### src/rtl/move_piece_fsm.sv
// move_piece_fsm: applies one left/right/rotate request to the falling piece on a
// 4x8 board (cell = row*4 + col, row 0 at the top). Erase, check, then commit the
// moved or the unchanged piece, and pulse done.
// Optional build macro: WALL_KICK_EN (a blocked rotate retries one column left).
// Ports:
//   clk, reset            clock and synchronous active-high reset
//   start                 request strobe, sampled in IDLE
//   curr_board_state      occupancy including the current piece
//   curr_piece_type/location/rotation   current piece
//   left, right, rotate   move request (exactly one must be set to take effect)
//   new_location/new_rotation/new_board_state   committed result, held between moves
//   done                  one-cycle completion pulse
module move_piece_fsm (
  input  logic        clk,
  input  logic        reset,
  input  logic        start,
  input  logic [31:0] curr_board_state,
  input  logic [1:0]  curr_piece_type,
  input  logic [4:0]  curr_piece_location,
  input  logic [1:0]  curr_piece_rotation,
  input  logic        left,
  input  logic        right,
  input  logic        rotate,
  output logic [4:0]  new_location,
  output logic [1:0]  new_rotation,
  output logic [31:0] new_board_state,
  output logic        done
);

  localparam logic [2:0] S_IDLE   = 3'd0;
  localparam logic [2:0] S_ERASE  = 3'd1;
  localparam logic [2:0] S_CHECK  = 3'd2;
  localparam logic [2:0] S_COMMIT = 3'd3;
  localparam logic [2:0] S_DONE   = 3'd4;
`ifdef WALL_KICK_EN
  localparam logic [2:0] S_KICK   = 3'd5;
`endif

  // Returns {in_bounds, mask}; out-of-range cells are flagged and left out of the mask.
  function automatic logic [32:0] place_piece(input logic [1:0] ptype, input logic [1:0] prot,
                                              input logic [2:0] row, input logic [2:0] col);
    logic [1:0]  dr [3];
    logic [1:0]  dc [3];
    int          n;
    logic [3:0]  rr;
    logic [3:0]  cc;
    logic        ok;
    logic [31:0] m;
    dr = '{default: 2'd0};
    dc = '{default: 2'd0};
    n  = 1;
    ok = 1'b1;
    m  = '0;
    case (ptype)
      2'b00: n = 1;
      2'b01: begin
        n = 2;
        if (prot[0]) dr[1] = 2'd1;
        else         dc[1] = 2'd1;
      end
      2'b10: begin
        n = 3;
        if (prot[0]) begin dr[1] = 2'd1; dr[2] = 2'd2; end
        else         begin dc[1] = 2'd1; dc[2] = 2'd2; end
      end
      default: begin
        n = 3;
        case (prot)
          2'd0:    begin dc[1] = 2'd1; dr[2] = 2'd1; end
          2'd1:    begin dc[1] = 2'd1; dr[2] = 2'd1; dc[2] = 2'd1; end
          // rot 2 does not occupy the anchor cell itself
          2'd2:    begin dc[0] = 2'd1; dr[1] = 2'd1; dr[2] = 2'd1; dc[2] = 2'd1; end
          default: begin dr[1] = 2'd1; dr[2] = 2'd1; dc[2] = 2'd1; end
        endcase
      end
    endcase
    for (int k = 0; k < 3; k++) begin
      if (k < n) begin
        rr = 4'(row) + 4'(dr[k]);
        cc = 4'(col) + 4'(dc[k]);
        if (rr > 4'd7 || cc > 4'd3) ok = 1'b0;
        else                        m[{rr[2:0], cc[1:0]}] = 1'b1;
      end
    end
    return {ok, m};
  endfunction

  logic [2:0]  state_q, state_d;
  logic [31:0] board_q, base_q, cmask_q, new_board_q;
  logic [1:0]  type_q, rot_q, crot_q, new_rot_q;
  logic [4:0]  loc_q, cloc_q, new_loc_q;
  logic        left_q, right_q, rotreq_q, cok_q, done_q;

  logic [2:0]  cur_row_c;
  logic [2:0]  cur_col_c;
  logic [2:0]  cand_col_c;
  logic [1:0]  cand_rot_c;
  logic        cand_bad_c;
  logic        single_c;
  logic [32:0] cur_place_c;
  logic [32:0] cand_place_c;
  logic        cand_ok_c;

  assign cur_row_c = loc_q[4:2];
  assign cur_col_c = {1'b0, loc_q[1:0]};
  assign single_c  = (2'(left_q) + 2'(right_q) + 2'(rotreq_q)) == 2'd1;
  assign cur_place_c = place_piece(type_q, rot_q, cur_row_c, cur_col_c);

  // Candidate placement for the latched request; right at col 3 yields col 4 and fails bounds.
  always_comb begin
    cand_col_c = cur_col_c;
    cand_rot_c = rot_q;
    cand_bad_c = 1'b0;
    if (single_c) begin
      if (left_q) begin
        if (cur_col_c == 3'd0) cand_bad_c = 1'b1;
        else                   cand_col_c = cur_col_c - 3'd1;
      end else if (right_q) begin
        cand_col_c = cur_col_c + 3'd1;
      end else begin
        cand_rot_c = rot_q + 2'd1;
      end
    end
  end

  assign cand_place_c = place_piece(type_q, cand_rot_c, cur_row_c, cand_col_c);
  assign cand_ok_c    = !cand_bad_c && cand_place_c[32] && ((base_q & cand_place_c[31:0]) == '0);

`ifdef WALL_KICK_EN
  logic [2:0]  kick_col_c;
  logic [32:0] kick_place_c;
  logic        kick_ok_c;
  assign kick_col_c   = cur_col_c - 3'd1;
  assign kick_place_c = place_piece(type_q, rot_q + 2'd1, cur_row_c, kick_col_c);
  assign kick_ok_c    = (cur_col_c != 3'd0) && kick_place_c[32] &&
                        ((base_q & kick_place_c[31:0]) == '0);
`endif

  // State register
  always_ff @(posedge clk) begin
    if (reset) state_q <= S_IDLE;
    else       state_q <= state_d;
  end

  // Next-state logic
  always_comb begin
    state_d = state_q;
    case (state_q)
      S_IDLE:   if (start) state_d = S_ERASE;
      S_ERASE:  state_d = S_CHECK;
`ifdef WALL_KICK_EN
      S_CHECK:  state_d = (single_c && rotreq_q && !cand_ok_c) ? S_KICK : S_COMMIT;
      S_KICK:   state_d = S_COMMIT;
`else
      S_CHECK:  state_d = S_COMMIT;
`endif
      S_COMMIT: state_d = S_DONE;
      S_DONE:   state_d = S_IDLE;
      default:  state_d = S_IDLE;
    endcase
  end

  // Datapath: latch request, erase, evaluate candidate, commit result
  always_ff @(posedge clk) begin
    if (reset) begin
      board_q     <= '0;
      base_q      <= '0;
      cmask_q     <= '0;
      type_q      <= '0;
      rot_q       <= '0;
      crot_q      <= '0;
      loc_q       <= '0;
      cloc_q      <= '0;
      left_q      <= 1'b0;
      right_q     <= 1'b0;
      rotreq_q    <= 1'b0;
      cok_q       <= 1'b0;
      new_loc_q   <= '0;
      new_rot_q   <= '0;
      new_board_q <= '0;
      done_q      <= 1'b0;
    end else begin
      done_q <= (state_q == S_DONE);
      case (state_q)
        S_IDLE: begin
          if (start) begin
            board_q  <= curr_board_state;
            type_q   <= curr_piece_type;
            loc_q    <= curr_piece_location;
            rot_q    <= curr_piece_rotation;
            left_q   <= left;
            right_q  <= right;
            rotreq_q <= rotate;
          end
        end
        S_ERASE: base_q <= board_q & ~cur_place_c[31:0];
        S_CHECK: begin
          cok_q   <= cand_ok_c;
          cloc_q  <= {cur_row_c, cand_col_c[1:0]};
          crot_q  <= cand_rot_c;
          cmask_q <= cand_place_c[31:0];
        end
`ifdef WALL_KICK_EN
        S_KICK: begin
          cok_q   <= kick_ok_c;
          cloc_q  <= {cur_row_c, kick_col_c[1:0]};
          crot_q  <= rot_q + 2'd1;
          cmask_q <= kick_place_c[31:0];
        end
`endif
        S_COMMIT: begin
          if (cok_q) begin
            new_loc_q   <= cloc_q;
            new_rot_q   <= crot_q;
            new_board_q <= base_q | cmask_q;
          end else begin
            new_loc_q   <= loc_q;
            new_rot_q   <= rot_q;
            new_board_q <= board_q;
          end
        end
        default: ;
      endcase
    end
  end

  assign new_location    = new_loc_q;
  assign new_rotation    = new_rot_q;
  assign new_board_state = new_board_q;
  assign done            = done_q;

endmodule

### config.mk
export PLATFORM = sky130hd
export DESIGN_NAME = move_piece_fsm
export DESIGN_NICKNAME = d
export VERILOG_FILES = /design/src/rtl/move_piece_fsm.sv
export SDC_FILE = /design/constraint.sdc
export NUM_CORES = 1
export LEC_CHECK = 0
export ABC_AREA = 1
export CAP_MARGIN = 40
export CORE_MARGIN = 2
export CORE_UTILIZATION = 60
export DETAILED_ROUTE_END_ITERATION = 12
export PLACE_DENSITY = 0.83
export SYNTH_ARGS = -nofsm -noshare
export SYNTH_HDL_FRONTEND = slang
export SYNTH_SLANG_ARGS = --single-unit
### constraint.sdc
create_clock -name clk -period 9.04 [get_ports clk]
set_clock_uncertainty 0.15 [all_clocks]
set_input_delay 2.26 -clock clk [delete_from_list [all_inputs] [get_ports clk]]
set_output_delay 2.26 -clock clk [all_outputs]
set_load 0.01 [all_outputs]
---- After elaboration in Yosys (flattened, before gate mapping) ----
Index checks and enable logic that the tools add are counted.
word-level totals
  flip-flop bits (word level) ............. 159
  input bits .............................. 47
  output and inout bits ................... 40
  logic and storage cells ................. 176
cells by class
  add/subtract/negate cells ............... 15
  $lt $le $gt $ge ......................... 26
  equality and inequality tests ........... 12
  multiplexer cells ....................... 72
  bitwise logic cells ..................... 8
  reduce and logical (&&, ||, !) cells .... 26
operator list
  kind                                                                number
  2-to-1 mux 32 bit                                                   13
  bitwise OR 32 bit                                                   5
  AND 32 bit                                                          2
  < comparator 5 x 6 -> 1 bit (second input constant)                 6
  logical NOT 32 bit                                                  1
  < comparator 1 x 32 -> 1 bit (first input constant)                 1
  < comparator 2 x 32 -> 1 bit (first input constant)                 1
  < comparator 3 x 32 -> 1 bit (first input constant)                 1
  inverter 32 bit                                                     1
  demux 1 bit (select 5 bit)                                          6
  greater-or-equal comparator 5 x 1 -> 1 bit (second input constant)  6
  adder 3 x 2 -> 4 bit                                                7
  2-to-1 mux 1 bit                                                    27
  2-to-1 mux 3 bit                                                    9
  one-hot mux 2 bit (3 select lines)                                  4
  one-hot mux 2 bit (2 select lines)                                  5
  > comparator 4 x 3 -> 1 bit (second input constant)                 4
  > comparator 4 x 2 -> 1 bit (second input constant)                 3
  2-to-1 mux 2 bit                                                    6
  one-hot mux 3 bit (4 select lines)                                  1
  adder 2 x 2 -> 3 bit                                                3
  > comparator 3 x 2 -> 1 bit (second input constant)                 3
  == test 2 x 1 -> 1 bit (second input constant)                      4
  logical AND 1 bit                                                   8
  19 further kinds                                                    32

---- Depth between registers and ports, before layout ----
  word-level depth ........................ 23
  gate-level depth with buffers ........... 27
  depth with buffers taken out ............ 26

---- Least setup slack after synthesis ----
OpenSTA, ideal clock, no wires.
  path kind ............................... register to register
  start ................................... register left_q
  end ..................................... register cok_q
  library setup time ...................... 0.131 ns
  data arrival time ....................... 3.502 ns
  data required time ...................... 8.759 ns
  setup slack ............................. 5.257 ns
  stages on the path, launching flop included .. 24
  buffers on the path ..................... 0
  clock period less this slack ............ 3.783 ns
  cells stage by stage .................... dfxtp_1 inv_2 fa_1 inv_1 nand2_1 nor2_1 xor2_1 inv_1 nor2_1 inv_1 fa_1 or2_1 nand2_1 inv_1 nor2_1 nand4_1 nand3_2 nand2_1 nand2_1 nor2_1 nand2_1 nor2_1 nand2_1 a21oi_2
between the ends
  longest elaborated chain between the ends .. 23
  elaborated cells between the ends (all ways) .. 73
  those cells by class .................... add/sub: 7; order compare: 11; eq/ne: 3; mux: 37; bitwise: 3; reduce/logical: 12
RTL lines
  item                                RTL line  RTL
  start: declaration                  92        logic left_q, right_q, rotreq_q, cok_q, done_q;
  start signal: assignment            191       left_q <= left;
  adder 1 x 1 -> 2 bit                106       assign single_c = (2'(left_q) + 2'(right_q) + 2'(rotreq_q)) == 2'd1;
  adder 2 x 1 -> 2 bit                106
  == test 2 x 1 -> 1 bit              106
  2-to-1 mux 2 bit                    114       if (single_c) begin
  == test 2 bit                       68        case (prot)
  2-to-1 mux 1 bit                    68
  2-to-1 mux 2 bit                    54        case (ptype)
  adder 3 x 2 -> 4 bit                80        cc = 4'(col) + 4'(dc[k]);
  [... 7 more ...]                    -
  2-to-1 mux 32 bit                   81        if (rr > 4'd7 || cc > 4'd3) ok = 1'b0;
  2-to-1 mux 32 bit                   78        if (k < n) begin
  bitwise OR 32 bit (no source line)  -
  2-to-1 mux 32 bit                   81
  2-to-1 mux 32 bit                   78
  AND 32 bit                          127       assign cand_ok_c = !cand_bad_c && cand_place_c[32] && ((base_q & cand_place_c[31:0]) == '0);
  logical NOT 32 bit                  127
  logical AND 1 bit *                 127
  end signal: assignment              198       cok_q <= cand_ok_c;
  end: declaration                    92
Every way passes the cells marked *; elsewhere a longest branch is shown, timed or not.
A chain may end at the register's enable or synchronous reset.

---- Worst setup path after layout ----
Same ends and word-level chain as after synthesis.

==> run summary <==
Sequential share of the synthesized area: 33.6%
Period minus WS final: 4.86 ns
Reg2reg start: left_q
Clock-pin slew on the worst setup and hold paths: 0.07 ns
Vias per cell: 5.97
Reg-to-reg slack, setup: 4.18 ns
Startpoint Class: flip-flop
Hold Vio Cnt, Final: 0
Actual slew at the worst max-slew pin: 0.951 ns
Storage cell area: 3180 sq um
Hold Crit Class: reg -> reg
Total wire length: 31100 um
# rows: 45
Hold-fix buffers, CTS: 0
Pwr dens: 183 nW/um^2
First-pass GRT wire length: 49400 um
Max Buffers Root-to-Sink: 2
CTS buffer count: 17
DR iter-0 viols: 1245
Remaining DRCs: 0
FF-to-FF path depth: 20
All-Layer GR Usage: 37.9%
List of most frequent post-synthesis cells: o21ai_0 (220), nand2_1 (185), nor2_1 (164)
Filler Cell Count: 1322
IO Pins: 87
Clk root buf: clkbuf_16
Mapped Area: 9470 sq um
Syn Nets: 1466
Multi-input logic area: 5360 sq um
Worst path required time: 9.21 ns
CP Class: reg -> reg
Critical path arrival: 5.03 ns
Worst-path maximum fanout: 8
Max cap viols: 0
Flops & latches, synth: 159
Yosys top cell by area: dfxtp_1
DP Wirelength: 22300 um
Antenna cell count: 0
Area contributors post-synth: dfxtp_1 (34%), o21ai_0 (12%), nand2_1 (7.3%), nor2_1 (6.5%), inv_1 (6.1%)
Rel. slew slack: 36.3%
Wire per inst: 18.7 um
Die Footprint: 16800 sq um
Setup crit end kind: flip-flop
P_leak: 4.87 nW
CP Capture Point: cok_q
Post-CTS Resized: 0
PortBufs: 86
Post-synth EDFFs: 0
Crit path from: left_q
Fin Setup TNS: 0 ns
Initial Util: 61.9%
Final GP Congestion: 1.05
Count leader, synth: o21ai_0
Synth unique cells: 43
Share of cells above drive strength 1: 8.80%
Num Clock Sinks: 159
Final ANT Viol Nets: 0
Remaining global-route overflow: 0
Status: finished clean
RSZ-0062 raised after global routing: no
Vias in the first global route: 9332
Final Util: 72.5%
Final Max Slew Viols: 0
Most common flop cell mapped by yosys: dfxtp_1
Largest net degree at the start of global routing: 74
Post-Syn Area per Cell: 6.84 sq um
Fin crit share: 53.8%
Worst vdd rail ir drop: 0.135 mV
CTS tree: done
Post-CTS Setup Bufs: 0
Die extent in x: 130 um
Via Count: 9954
H-tree Lvls: 4
Setup violations, final: 0
Worst-skew pair later-pin latency: 0.44 ns
Count of yosys warnings during synthesis: 0
Core ar.: 15300 sq um
Ys async rst share: 0%
FMAX: 206 MHz
DRT Pass-1 Iters: 8
Top-area cell type share of the netlist area: 33.6%
Area Overhead vs Synth: 17.1%
FF-to-FF End: cok_q
Syn Inst Count: 1385
Initial antenna violation count: 1
Fin nets: 1523
Die height: 130 um
==> cells in the final DEF (no fill, tap or decap), types with 3 or more instances in the layout <==
| cell type | count |
|---|---|
| o21a_1 | 31 |
| clkbuf_16 | 17 |
| dfxtp_1 | 158 |
| clkinvlp_4 | 3 |
| nor3_1 | 21 |
| a31oi_1 | 10 |
| nor2_4 | 3 |
| ha_1 | 29 |
| clkdlybuf4s50_1 | 86 |
| nand4_1 | 46 |
| o21ai_0 | 220 |
| inv_1 | 153 |
| a21oi_1 | 108 |
| nand3_2 | 35 |
| nand3_1 | 94 |
| buf_4 | 17 |
| nand2_2 | 4 |
| inv_6 | 4 |
| or2_2 | 3 |
| buf_2 | 4 |
| nand2_1 | 185 |
| nor2_1 | 164 |
| fa_1 | 5 |
| nand2_4 | 4 |
| nor3_2 | 9 |
| inv_8 | 4 |
==> area by class of cell <==
| class | count | area share (%) |
|---|---|---|
| inverters | 159 | 5.43 |
| clock buffers | 17 | 3.83 |
| clock inverters | 15 | 1.57 |
| multi-input cells | 993 | 48.3 |
| repair buffers | 112 | 9.83 |
| well taps | 211 | 2.38 |
| flip-flops and latches | 159 | 28.7 |
==> where the power goes <==
part	switching, mW	internal, mW	total, mW	leakage [nW]
clock network	0.339	0.395	0.734	0.284
logic	0.349	0.157	0.505	3.28
registers	0.0397	0.756	0.796	1.30
==> layer usage <==
layer | vias to the layer above | GRT usage (%) | wire length (um)
met5 | - | 0 | 12
li1 | 4762 | - | -
met2 | 516 | 60.3 | 13900
met3 | 103 | 9.66 | 3270
met4 | 2 | 13.0 | 1070
met1 | 4571 | 50.2 | 12900
==> state kept, by name, summed over array words and instances, names as in the netlist <==
| register | flops |
|---|---|
| base_q | 32 |
| board_q | 32 |
| cmask_q | 32 |
| new_board_state | 32 |
| cloc_q | 5 |
| loc_q | 5 |
| new_location | 5 |
| state_q | 3 |
| crot_q | 2 |
| new_rotation | 2 |
| rot_q | 2 |
| type_q | 2 |
| cok_q | 1 |
| done | 1 |
| left_q | 1 |
| right_q | 1 |
| rotreq_q | 1 |
==> stage by stage <==
step | hold slack, ns | power (mW) | cell area, sq um | std cells | setup slack [ns]
final | 0.324 | 2.04 | 11100 | 1666 | 4.18
after global routing | 0.358 | 2.12 | 11100 | 1666 | 3.92
after CTS | 0.327 | 2.02 | 11100 | 1666 | 4.31
after detailed placement | 0.317 | 1.30 | 10500 | 1634 | 4.27
after global placement | 0.312 | 1.28 | 10300 | 1618 | 3.95
after floorplan | 0.294 | 1.12 | 9470 | 1385 | 5.26
==> critical path: stages (launching register included) <==
cell and delay (ns):
dfxtp_1 0.45, inv_2 0.12, fa_1 0.57, inv_1 0.04, nand2_1 0.19, nor2_1 0.15, o21ai_0 0.56, nand2_1 0.16
o21ai_0 0.12, ha_1 0.21, fa_1 0.51, nor3_2 0.58, nand4_1 0.17, nand3_1 0.14, nand2_1 0.11, nand2_1 0.13
nor2_1 0.08, nand2_1 0.12, nor2_1 0.05, nand2_1 0.07, a21oi_2 0.05
==> worst min-delay path by stage <==
stage / from / to / slack, ns / cells past startpoint
floorplan: board_q[28] / board_q[28] / 0.29 / 2
global placement: rotreq_q / rotreq_q / 0.31 / 2
detailed placement: rotreq_q / rotreq_q / 0.32 / 2
CTS: rotreq_q / rotreq_q / 0.33 / 2
global route: board_q[10] / board_q[10] / 0.36 / 2
finish: cloc_q[2] / new_location[2] / 0.32 / 2
==> kinds of logic after synthesis <==
family                     Yosys count  synth area share (%)
AOI/OAI and AO/OA                  378                  21.2
buffers and inverters              233                  10.2
xor gates and xnor gates             4                 0.449
DFF                                159                  33.6
adders and majority gates           34                  4.89
and+or+nand+nor                    577                  29.7
No activity file was read; power rests on OpenSTA's default activity.
